==> src/rtl/ysyx_22041207_rd_arb_if.sv <==
// Bus bundle for the two-requester read arbiter: IF/LSU request and data
// channels plus the single downstream read port.
interface ysyx_22041207_rd_arb_if #(
    parameter int ADDR_W = 64,
    parameter int DATA_W = 64
);
    logic              m0_r_valid_i;
    logic              m0_r_ready_o;
    logic [ADDR_W-1:0] m0_r_addr_i;
    logic [7:0]        m0_r_size_i;
    logic [DATA_W-1:0] m0_data_read_o;
    logic              m0_data_valid;
    logic              m0_data_ready;

    logic              m1_r_valid_i;
    logic              m1_r_ready_o;
    logic [ADDR_W-1:0] m1_r_addr_i;
    logic [7:0]        m1_r_size_i;
    logic [DATA_W-1:0] m1_data_read_o;
    logic              m1_data_valid;
    logic              m1_data_ready;

    logic              s_r_valid;
    logic              s_r_ready;
    logic [ADDR_W-1:0] s_r_addr;
    logic [7:0]        s_r_size;
    logic [DATA_W-1:0] s_data_read;
    logic              s_data_valid;
    logic              s_data_ready;

    // Environment side: requesters and downstream memory.
    modport master (
        output m0_r_valid_i, m0_r_addr_i, m0_r_size_i, m0_data_ready,
        output m1_r_valid_i, m1_r_addr_i, m1_r_size_i, m1_data_ready,
        output s_r_ready, s_data_read, s_data_valid,
        input  m0_r_ready_o, m0_data_read_o, m0_data_valid,
        input  m1_r_ready_o, m1_data_read_o, m1_data_valid,
        input  s_r_valid, s_r_addr, s_r_size, s_data_ready
    );

    // Arbiter side.
    modport slave (
        input  m0_r_valid_i, m0_r_addr_i, m0_r_size_i, m0_data_ready,
        input  m1_r_valid_i, m1_r_addr_i, m1_r_size_i, m1_data_ready,
        input  s_r_ready, s_data_read, s_data_valid,
        output m0_r_ready_o, m0_data_read_o, m0_data_valid,
        output m1_r_ready_o, m1_data_read_o, m1_data_valid,
        output s_r_valid, s_r_addr, s_r_size, s_data_ready
    );
endinterface

==> src/rtl/ysyx_22041207_rd_arb.sv <==
// Two-requester read arbiter: one outstanding transaction, round-robin on
// contention, IDLE -> ADDR -> DATA per transaction.
module ysyx_22041207_rd_arb #(
    parameter int ADDR_W = 64,
    parameter int DATA_W = 64
) (
    input  logic                   clk,
    input  logic                   rst,
    ysyx_22041207_rd_arb_if.slave  bus,
    output logic [1:0]             gnt,
    output logic                   busy
);
    typedef enum logic [1:0] {IDLE, ADDR, DATA} state_t;

    state_t            state_q, state_d;
    logic              last_gnt_q;
    logic              owner_q;
    logic [ADDR_W-1:0] addr_q;
    logic [7:0]        size_q;
    logic              win;
    logic              grant;
    logic              beat_done;

    // On contention the requester that did not own the last transaction wins.
    assign win = (bus.m0_r_valid_i && bus.m1_r_valid_i) ? ~last_gnt_q : bus.m1_r_valid_i;

    always_ff @(posedge clk) begin
        if (rst) begin
            state_q    <= IDLE;
            last_gnt_q <= 1'b1;
            owner_q    <= 1'b0;
            addr_q     <= '0;
            size_q     <= '0;
        end else begin
            state_q <= state_d;
            if (grant) begin
                owner_q <= win;
                addr_q  <= win ? bus.m1_r_addr_i : bus.m0_r_addr_i;
                size_q  <= win ? bus.m1_r_size_i : bus.m0_r_size_i;
            end
            if (beat_done) last_gnt_q <= owner_q;
        end
    end

    always_comb begin
        state_d            = state_q;
        grant              = 1'b0;
        beat_done          = 1'b0;
        bus.m0_r_ready_o   = 1'b0;
        bus.m1_r_ready_o   = 1'b0;
        bus.m0_data_valid  = 1'b0;
        bus.m1_data_valid  = 1'b0;
        bus.m0_data_read_o = '0;
        bus.m1_data_read_o = '0;
        bus.s_r_valid      = 1'b0;
        bus.s_r_addr       = '0;
        bus.s_r_size       = '0;
        bus.s_data_ready   = 1'b0;
        busy               = (state_q != IDLE);
        gnt                = 2'b00;

        case (state_q)
            IDLE: begin
                if (bus.m0_r_valid_i || bus.m1_r_valid_i) begin
                    grant            = 1'b1;
                    state_d          = ADDR;
                    bus.m0_r_ready_o = ~win;
                    bus.m1_r_ready_o = win;
                end
            end
            ADDR: begin
                gnt           = owner_q ? 2'b10 : 2'b01;
                bus.s_r_valid = 1'b1;
                bus.s_r_addr  = addr_q;
                bus.s_r_size  = size_q;
                if (bus.s_r_ready) state_d = DATA;
            end
            DATA: begin
                gnt = owner_q ? 2'b10 : 2'b01;
                if (owner_q) begin
                    bus.s_data_ready   = bus.m1_data_ready;
                    bus.m1_data_valid  = bus.s_data_valid;
                    bus.m1_data_read_o = bus.s_data_read;
                end else begin
                    bus.s_data_ready   = bus.m0_data_ready;
                    bus.m0_data_valid  = bus.s_data_valid;
                    bus.m0_data_read_o = bus.s_data_read;
                end
                beat_done = bus.s_data_valid && bus.s_data_ready;
                if (beat_done) state_d = IDLE;
            end
            default: state_d = IDLE;
        endcase

        // Reset silences every output immediately, aborting any beat in flight.
        if (rst) begin
            grant              = 1'b0;
            beat_done          = 1'b0;
            bus.m0_r_ready_o   = 1'b0;
            bus.m1_r_ready_o   = 1'b0;
            bus.m0_data_valid  = 1'b0;
            bus.m1_data_valid  = 1'b0;
            bus.m0_data_read_o = '0;
            bus.m1_data_read_o = '0;
            bus.s_r_valid      = 1'b0;
            bus.s_r_addr       = '0;
            bus.s_r_size       = '0;
            bus.s_data_ready   = 1'b0;
            busy               = 1'b0;
            gnt                = 2'b00;
        end
    end
endmodule

==> src/flat_wrapper.sv <==
// flat-port wrapper written by rule: the top's interface ports become plain ports
module ysyx_22041207_rd_arb_flat 
#(
    parameter int ADDR_W = 64,
    parameter int DATA_W = 64
)
  (clk, rst, gnt, busy, bus_m0_r_valid_i, bus_m0_r_addr_i, bus_m0_r_size_i, bus_m0_data_ready, bus_m1_r_valid_i, bus_m1_r_addr_i, bus_m1_r_size_i, bus_m1_data_ready, bus_s_r_ready, bus_s_data_read, bus_s_data_valid, bus_m0_r_ready_o, bus_m0_data_read_o, bus_m0_data_valid, bus_m1_r_ready_o, bus_m1_data_read_o, bus_m1_data_valid, bus_s_r_valid, bus_s_r_addr, bus_s_r_size, bus_s_data_ready);
  ysyx_22041207_rd_arb_if #(.ADDR_W(ADDR_W), .DATA_W(DATA_W)) bus_i ();
  input  logic clk;
  input  logic rst;
  output logic [1:0] gnt;
  output logic busy;
  input wire logic [$bits(bus_i.m0_r_valid_i)-1:0] bus_m0_r_valid_i;
  input wire logic [$bits(bus_i.m0_r_addr_i)-1:0] bus_m0_r_addr_i;
  input wire logic [$bits(bus_i.m0_r_size_i)-1:0] bus_m0_r_size_i;
  input wire logic [$bits(bus_i.m0_data_ready)-1:0] bus_m0_data_ready;
  input wire logic [$bits(bus_i.m1_r_valid_i)-1:0] bus_m1_r_valid_i;
  input wire logic [$bits(bus_i.m1_r_addr_i)-1:0] bus_m1_r_addr_i;
  input wire logic [$bits(bus_i.m1_r_size_i)-1:0] bus_m1_r_size_i;
  input wire logic [$bits(bus_i.m1_data_ready)-1:0] bus_m1_data_ready;
  input wire logic [$bits(bus_i.s_r_ready)-1:0] bus_s_r_ready;
  input wire logic [$bits(bus_i.s_data_read)-1:0] bus_s_data_read;
  input wire logic [$bits(bus_i.s_data_valid)-1:0] bus_s_data_valid;
  output wire logic [$bits(bus_i.m0_r_ready_o)-1:0] bus_m0_r_ready_o;
  output wire logic [$bits(bus_i.m0_data_read_o)-1:0] bus_m0_data_read_o;
  output wire logic [$bits(bus_i.m0_data_valid)-1:0] bus_m0_data_valid;
  output wire logic [$bits(bus_i.m1_r_ready_o)-1:0] bus_m1_r_ready_o;
  output wire logic [$bits(bus_i.m1_data_read_o)-1:0] bus_m1_data_read_o;
  output wire logic [$bits(bus_i.m1_data_valid)-1:0] bus_m1_data_valid;
  output wire logic [$bits(bus_i.s_r_valid)-1:0] bus_s_r_valid;
  output wire logic [$bits(bus_i.s_r_addr)-1:0] bus_s_r_addr;
  output wire logic [$bits(bus_i.s_r_size)-1:0] bus_s_r_size;
  output wire logic [$bits(bus_i.s_data_ready)-1:0] bus_s_data_ready;
  assign bus_i.m0_r_valid_i = bus_m0_r_valid_i;
  assign bus_i.m0_r_addr_i = bus_m0_r_addr_i;
  assign bus_i.m0_r_size_i = bus_m0_r_size_i;
  assign bus_i.m0_data_ready = bus_m0_data_ready;
  assign bus_i.m1_r_valid_i = bus_m1_r_valid_i;
  assign bus_i.m1_r_addr_i = bus_m1_r_addr_i;
  assign bus_i.m1_r_size_i = bus_m1_r_size_i;
  assign bus_i.m1_data_ready = bus_m1_data_ready;
  assign bus_i.s_r_ready = bus_s_r_ready;
  assign bus_i.s_data_read = bus_s_data_read;
  assign bus_i.s_data_valid = bus_s_data_valid;
  assign bus_m0_r_ready_o = bus_i.m0_r_ready_o;
  assign bus_m0_data_read_o = bus_i.m0_data_read_o;
  assign bus_m0_data_valid = bus_i.m0_data_valid;
  assign bus_m1_r_ready_o = bus_i.m1_r_ready_o;
  assign bus_m1_data_read_o = bus_i.m1_data_read_o;
  assign bus_m1_data_valid = bus_i.m1_data_valid;
  assign bus_s_r_valid = bus_i.s_r_valid;
  assign bus_s_r_addr = bus_i.s_r_addr;
  assign bus_s_r_size = bus_i.s_r_size;
  assign bus_s_data_ready = bus_i.s_data_ready;
  ysyx_22041207_rd_arb #(.ADDR_W(ADDR_W), .DATA_W(DATA_W)) u_core (.clk(clk), .rst(rst), .bus(bus_i), .gnt(gnt), .busy(busy));
endmodule
==> config.mk <==
export PLATFORM = sky130hd
export DESIGN_NAME = ysyx_22041207_rd_arb_flat
export DESIGN_NICKNAME = d
export VERILOG_FILES = /design/src/rtl/ysyx_22041207_rd_arb_if.sv /design/src/rtl/ysyx_22041207_rd_arb.sv /design/src/flat_wrapper.sv
export SDC_FILE = /design/constraint.sdc
export NUM_CORES = 1
export LEC_CHECK = 0
export BUFFER_PORTS_ARGS = -buffer_cell sky130_fd_sc_hd__buf_4
export CAP_MARGIN = 10
export CORE_AREA = 2 2 166 168
export DETAILED_ROUTE_END_ITERATION = 10
export DIE_AREA = 0 0 168 170
export GPL_ROUTABILITY_DRIVEN = 0
export PLACE_DENSITY = 0.51
export SLEW_MARGIN = 10
export SYNTH_ARGS = -nofsm -noshare
export SYNTH_HDL_FRONTEND = slang
export SYNTH_SLANG_ARGS = --single-unit
==> constraint.sdc <==
create_clock -name clk -period 2.1 [get_ports clk]
set_input_delay 0.42 -clock clk [delete_from_list [all_inputs] [get_ports clk]]
set_output_delay 0.42 -clock clk [all_outputs]
set_load 0.005 [all_outputs]
==> results.md, run 1 <==
* Clk sinks at 76
* CP max stage cell: dfxtp_2
* Via count at 6188
* Mapped Cells at 667
* Area occupied by registers at 1520 sq um
* Final setup vio count at 0
* Mapped Nets at 888
* Data required, critical path at 1.68 ns
* Synth warn at 0
* Rows at 60
* Layout Area Growth over Synthesis at 86.3%
* CTS HTree Levels at 3
* First-pass GRT wire length at 34.9 mm
* Share of the synthesized area in the top cell type at 28.9%
* CP Launch Type: register
* Final min period at 2.06 ns
* Hold Buf Count CTS at 0
* Cell Pwr Density at 767 nW/um^2
* Initial Util at 19.8%
* Final hold slack at 0.382 ns
* MaxCap Viol Count at 0
* CTS clk-pin slew, worst paths at 0.06 ns
* DRT Pass-1 Iters at 7
* Remaining antenna violation count at 0
* TritonCTS clock tree: built
* Final Max Tran Viols at 0
* Outcome: finished, final reports clean
* Number of synthesized flops with an enable pin at 0
* Clock Skew at 0.00689 ns
* Period utilization at 98.2%
* Dominant synthesized flop cell: dfxtp_1
* Cell Chain, Critical Path: inv_4 -> ha_4 -> nor2b_4 -> buf_12 -> clkbuf_16 -> and2_4 -> buf_6
* IO buf count at 424
* DRC at 0
* Layout Nets at 1293
* CP Class: register to primary output
* Worst Setup SP: u_core.state_q[1]
* Inst Count DP at 1382
* Pin count of the biggest net entering global routing at 73
* Worst VDD drop at 0.361 mV
* Core area at 26700 sq um
* CP Capture Type: primary output
* Post-synthesis sequential area ratio at 28.9%
* Worst slew margin at 38.5%
* Yosys top cell by area: dfxtp_1
* Peak per-stage delay on the critical path at 0.34 ns
* Ant. Diodes at 0
* Critical Path Fanout Max at 8
* Most frequent cells after synthesis: nor2_1 (133), dfxtp_1 (76), mux2i_1 (75)
* Skew-Pair Late Insertion Delay at 0.34 ns
* Top-count cell post-synth: nor2_1
* Wire length per cell at 17.2 microns
* Share of layout cells above drive strength 1 at 57.2%
* Async SR Flop Fraction at 0%
* GRT Util Overall at 15.5%
* Post-Layout Cell Count at 1417
* Arrival @ worst endpoint at 1.64 ns
* Hold path start: bus_m1_data_ready
* Fmax at 0.485 GHz
* CTS max path bufs at 2
* Vias in the first global route at 5956
* Final hold violation count at 0
* 1st-iter DRT viols at 341
* Die area at 28600 sq um
* Routed WL at 24.4 mm
* Vias per cell at 4.37
* CTS Buf Count at 9
* RSZ-0062 raised after global routing: yes
* Mapped Area at 5270 sq um
* Hold Crit Class: input port to register
* Slew @ Worst Pin at 0.923 ns
* Cell variety after synth at 27
* Root Buffer: clkbuf_16
* GRT overflow at 0
* Die Y at 170 microns
* I/O Pins at 425
* RR Startpoint: u_core.state_q[0]
* Die X-Extent at 168 microns
* Average size of a mapped cell at 7.90 sq um
* Multi-input gate area at 3580 sq um
* HPWL Detailed at 17.1 mm
* Leak at 4.39 nW
* Area contributors post-synth: dfxtp_1 (29%), mux2i_1 (14%), a211oi_2 (14%)
* # fillers at 2767
* Initial antenna violation count at 0
* Flops & latches, synth at 76
[placed cells by master (no fill, tap or decap), drive strengths merged]
master	netlist	layout
a2111oi	1	1
a211oi	72	72
a21boi	1	1
a21oi	73	73
a31oi	1	1
and2	74	74
buf	38	459
bufinv	0	2
clkbuf	33	17
clkinv	0	1
clkinvlp	0	1
dfxtp	76	76
ha	5	5
inv	3	3
mux2i	75	75
nand2	65	65
nand2b	5	5
nand3	1	1
nor2	133	133
nor2b	5	5
nor3b	2	2
o21bai	2	2
or2	2	2
[metal layers]
metal | global-route usage, % | vias to the layer above | part of all wire, %
met5 | 0 | - | 0
met4 | 3.02 | 0 | 0.66
met3 | 3.91 | 11 | 6.8
met2 | 25.6 | 240 | 48
met1 | 20.5 | 2861 | 45
li1 | - | 3076 | -
[registers in the layout, indices dropped and copies added, names as in the netlist]
signal             flops
u_core.addr_q         64
u_core.size_q          8
u_core.last_gnt_q      1
u_core.state_q         2
u_core.owner_q         1
[final timing paths]
path	slack, ns	cells after the start	endpoint
max	0.04	7	bus_s_r_addr[55]
min	0.38	3	u_core.last_gnt_q
max reg2reg	0.18	7	u_core.addr_q[21]
min reg2reg	0.52	2	u_core.state_q[0]
[metrics by stage]
| stage | setup TNS (ns) | setup WS, ns | area (sq um) | util [%] | power, mW |
|---|---|---|---|---|---|
| 2_1_floorplan | 0 | 0.328 | 5270 | - | 3.94 |
| 3_3_place_gp | 0 | 0.198 | 8780 | 32.9 | 5.18 |
| 3_5_place_dp | 0 | 0.171 | 8780 | 32.9 | 5.21 |
| 4_1_cts | -0.00195 | -0.00195 | 9220 | 34.6 | 7.13 |
| 5_1_grt | -1.98 | -0.0454 | 9810 | 36.8 | 8.03 |
| 6_report | 0 | 0.0380 | 9810 | 36.8 | 7.52 |
[cells by family after synthesis]
group,synth area share (%)
compound gates,23.7
simple gates,24.8
fa+ha+maj,1.19
mux,14.3
buf+inv,7.20
flops,28.9
[area by class of cell]
class / instances / area share [%]
Clock buffer: 11 / 2.58
Clock inverter: 4 / 0.740
Multi-Input combinational cell: 517 / 36.4
Sequential cell: 76 / 15.5
Tap cell: 341 / 4.35
Timing Repair Buffer: 465 / 40.2
Inverter: 3 / 0.140
[report_power, final]
group	switching (mW)	internal, mW	leakage, nW	total [mW]
combinational	1.92	1.87	3.61	3.79
clock	0.634	1.10	0.158	1.73
sequential	0.200	1.80	0.628	2.00
total	2.76	4.77	4.39	7.52
[repair_timing]
action | in CTS | in global routing
resized for setup | 11 | 122
cloned | 1 | 9
endpoints found under the setup margin | 160 | 216
pin swaps | 2 | 51
buffers inserted | 6 | 4
[worst max-delay path: cells and delay by family (launching register included)]
kind                     cells  cell delay [ns]
adder cells (fa/ha/maj)      1             0.13
AND/OR/NAND/NOR              2             0.32
flip-flops                   1             0.34
buffers and inverters        4             0.50
(Power assumes the default switching activity.)
==> run 2: changes to the inputs <==
PLACE_DENSITY = default   (was 0.51)
PLACE_DENSITY_LB_ADDON = 0.1   (was default)
==> results.md, run 2 (synthesis gave the netlist of run 1 again) <==
* Ant. Diodes at 0
* Hold Buf Count CTS at 0
* CTS Buf Count at 9
* Final min period at 2.11 ns
* DRT Pass-1 Iters at 5
* Period utilization at 101%
* Inst Count DP at 1382
* Clock Skew at 0.00582 ns
* HPWL Detailed at 17.1 mm
* Outcome: finished, violations left
* Worst Setup SP: u_core.state_q[1]
* 1st-iter DRT viols at 239
* Remaining antenna violation count at 0
* CP Capture Type: primary output
* CP Class: register to primary output
* Vias per cell at 4.32
* Hold Crit Class: input port to register
* Final WS setup at -0.0141 ns
* Commonest non-fill, non-tap cell in the layout: buf_4
* Largest register by flop count: u_core.addr_q
* Vias in the first global route at 6137
* DRC at 0
* CTS HTree Levels at 3
* Final Max Tran Viols at 0
* Root Buffer: clkbuf_16
* Final setup vio count at 4
* Initial antenna violation count at 0
* Critical Path Fanout Max at 4
* Post-DP Area at 8790 sq um
* Clk sinks at 76
* Hold path start: rst
* Die Y at 170 microns
* # fillers at 2815
* Share of layout cells above drive strength 1 at 54.9%
* Leak at 4.39 nW
* Fmax at 0.473 GHz
* GRT overflow at 0
* Die area at 28600 sq um
* Via count at 6133
* Initial Util at 19.8%
* Area occupied by registers at 1530 sq um
* Final hold violation count at 0
* Final Core Density at 36.7%
* First-pass GRT wire length at 37.2 mm
* RSZ-0062 raised after global routing: yes
* Core area at 26700 sq um
* Commonest non-fill, non-tap cells in the layout: buf_4 (409), nor2_1 (133), mux2i_1 (75)
* Violated checks: setup timing
* Worst slew margin at 32.3%
* Setup TNS at -0.0278 ns
* Post-Layout Cell Count at 1419
* Max reg flops at 64
* Wire length per cell at 17.9 microns
* Place WS at 0.120 ns
* CP Launch Type: register
* I/O Pins at 425
* CTS max path bufs at 2
* Data required, critical path at 1.68 ns
* CTS clk-pin slew, worst paths at 0.05 ns
* Pin count of the biggest net entering global routing at 73
* Multi-input gate area at 3520 sq um
* IO buf count at 424
* Arrival @ worst endpoint at 1.69 ns
* RR Startpoint: u_core.state_q[1]
* Layout Area Growth over Synthesis at 85.6%
* Largest regs: u_core.addr_q: 64 flops, u_core.size_q: 8 flops, u_core.state_q: 2 flops
* Skew-Pair Late Insertion Delay at 0.34 ns
* Slew @ Worst Pin at 1.01 ns
* Routed WL at 25.4 mm
* Cell Pwr Density at 765 nW/um^2
* Die X-Extent at 168 microns
* MaxCap Viol Count at 0
* GRT Util Overall at 16.9%
* Rows at 60
* TritonCTS clock tree: built
* Worst VDD drop at 0.502 mV
* Final instance area at 9780 sq um
* Layout Nets at 1297
## run 2: per-stage QoR
step / total power [mW] / hold slack (ns)
2_1_floorplan: 3.94 / 0.465
3_5_place_dp: 5.21 / 0.497
6_report: 7.48 / 0.374
4_1_cts: 7.49 / 0.360
3_3_place_gp: 5.20 / 0.500
5_1_grt: 7.99 / 0.373
## run 2: worst max-delay path, cell delays in order (launching register included)
cell and delay (ns):
dfxtp_2 0.33, inv_2 0.05, ha_4 0.15, nor2b_4 0.14, buf_12 0.13, buf_12 0.13, clkbuf_16 0.16, and2_4 0.16
buf_6 0.11
## run 2: per-layer routing
| layer | track usage (%) | vias to the layer above | routed length, microns | part of all wire (%) |
|---|---|---|---|---|
| met4 | 3.86 | 0 | 356 | 1.4 |
| met3 | 3.91 | 23 | 1540 | 6.1 |
| met1 | 21.7 | 2823 | 11200 | 44 |
| met5 | 0 | - | 0 | 0 |
| li1 | - | 3079 | - | - |
| met2 | 28.9 | 208 | 12400 | 49 |
## run 2: power by group
| group | internal, mW | switching, mW |
|---|---|---|
| logic | 2.07 | 2.01 |
| registers | 1.80 | 0.188 |
| clock network | 0.813 | 0.597 |
| total | 4.69 | 2.79 |
## run 2: layout make-up
cell class,count,share of cell area [%]
multi-input cells,517,36.0
flip-flops and latches,76,15.6
repair buffers,469,41.3
clock buffers,11,2.48
well taps,341,4.36
clock inverters,2,0.141
inverters,3,0.115
## run 2: worst paths after layout
check | end | slack [ns] | cells past startpoint
max reg2reg | u_core.addr_q[63] | 0.11 | 7
min | u_core.addr_q[20] | 0.37 | 2
min reg2reg | u_core.addr_q[16] | 0.51 | 2
max | bus_s_r_addr[10] | -0.01 | 8
## run 2: repair_timing
action	in CTS	in global routing
setup buffers	9	4
gates cloned	9	2
pin swaps	21	16
hold endpoints to repair	0	0
endpoints found under the setup margin	86	105
gates resized for setup	82	9
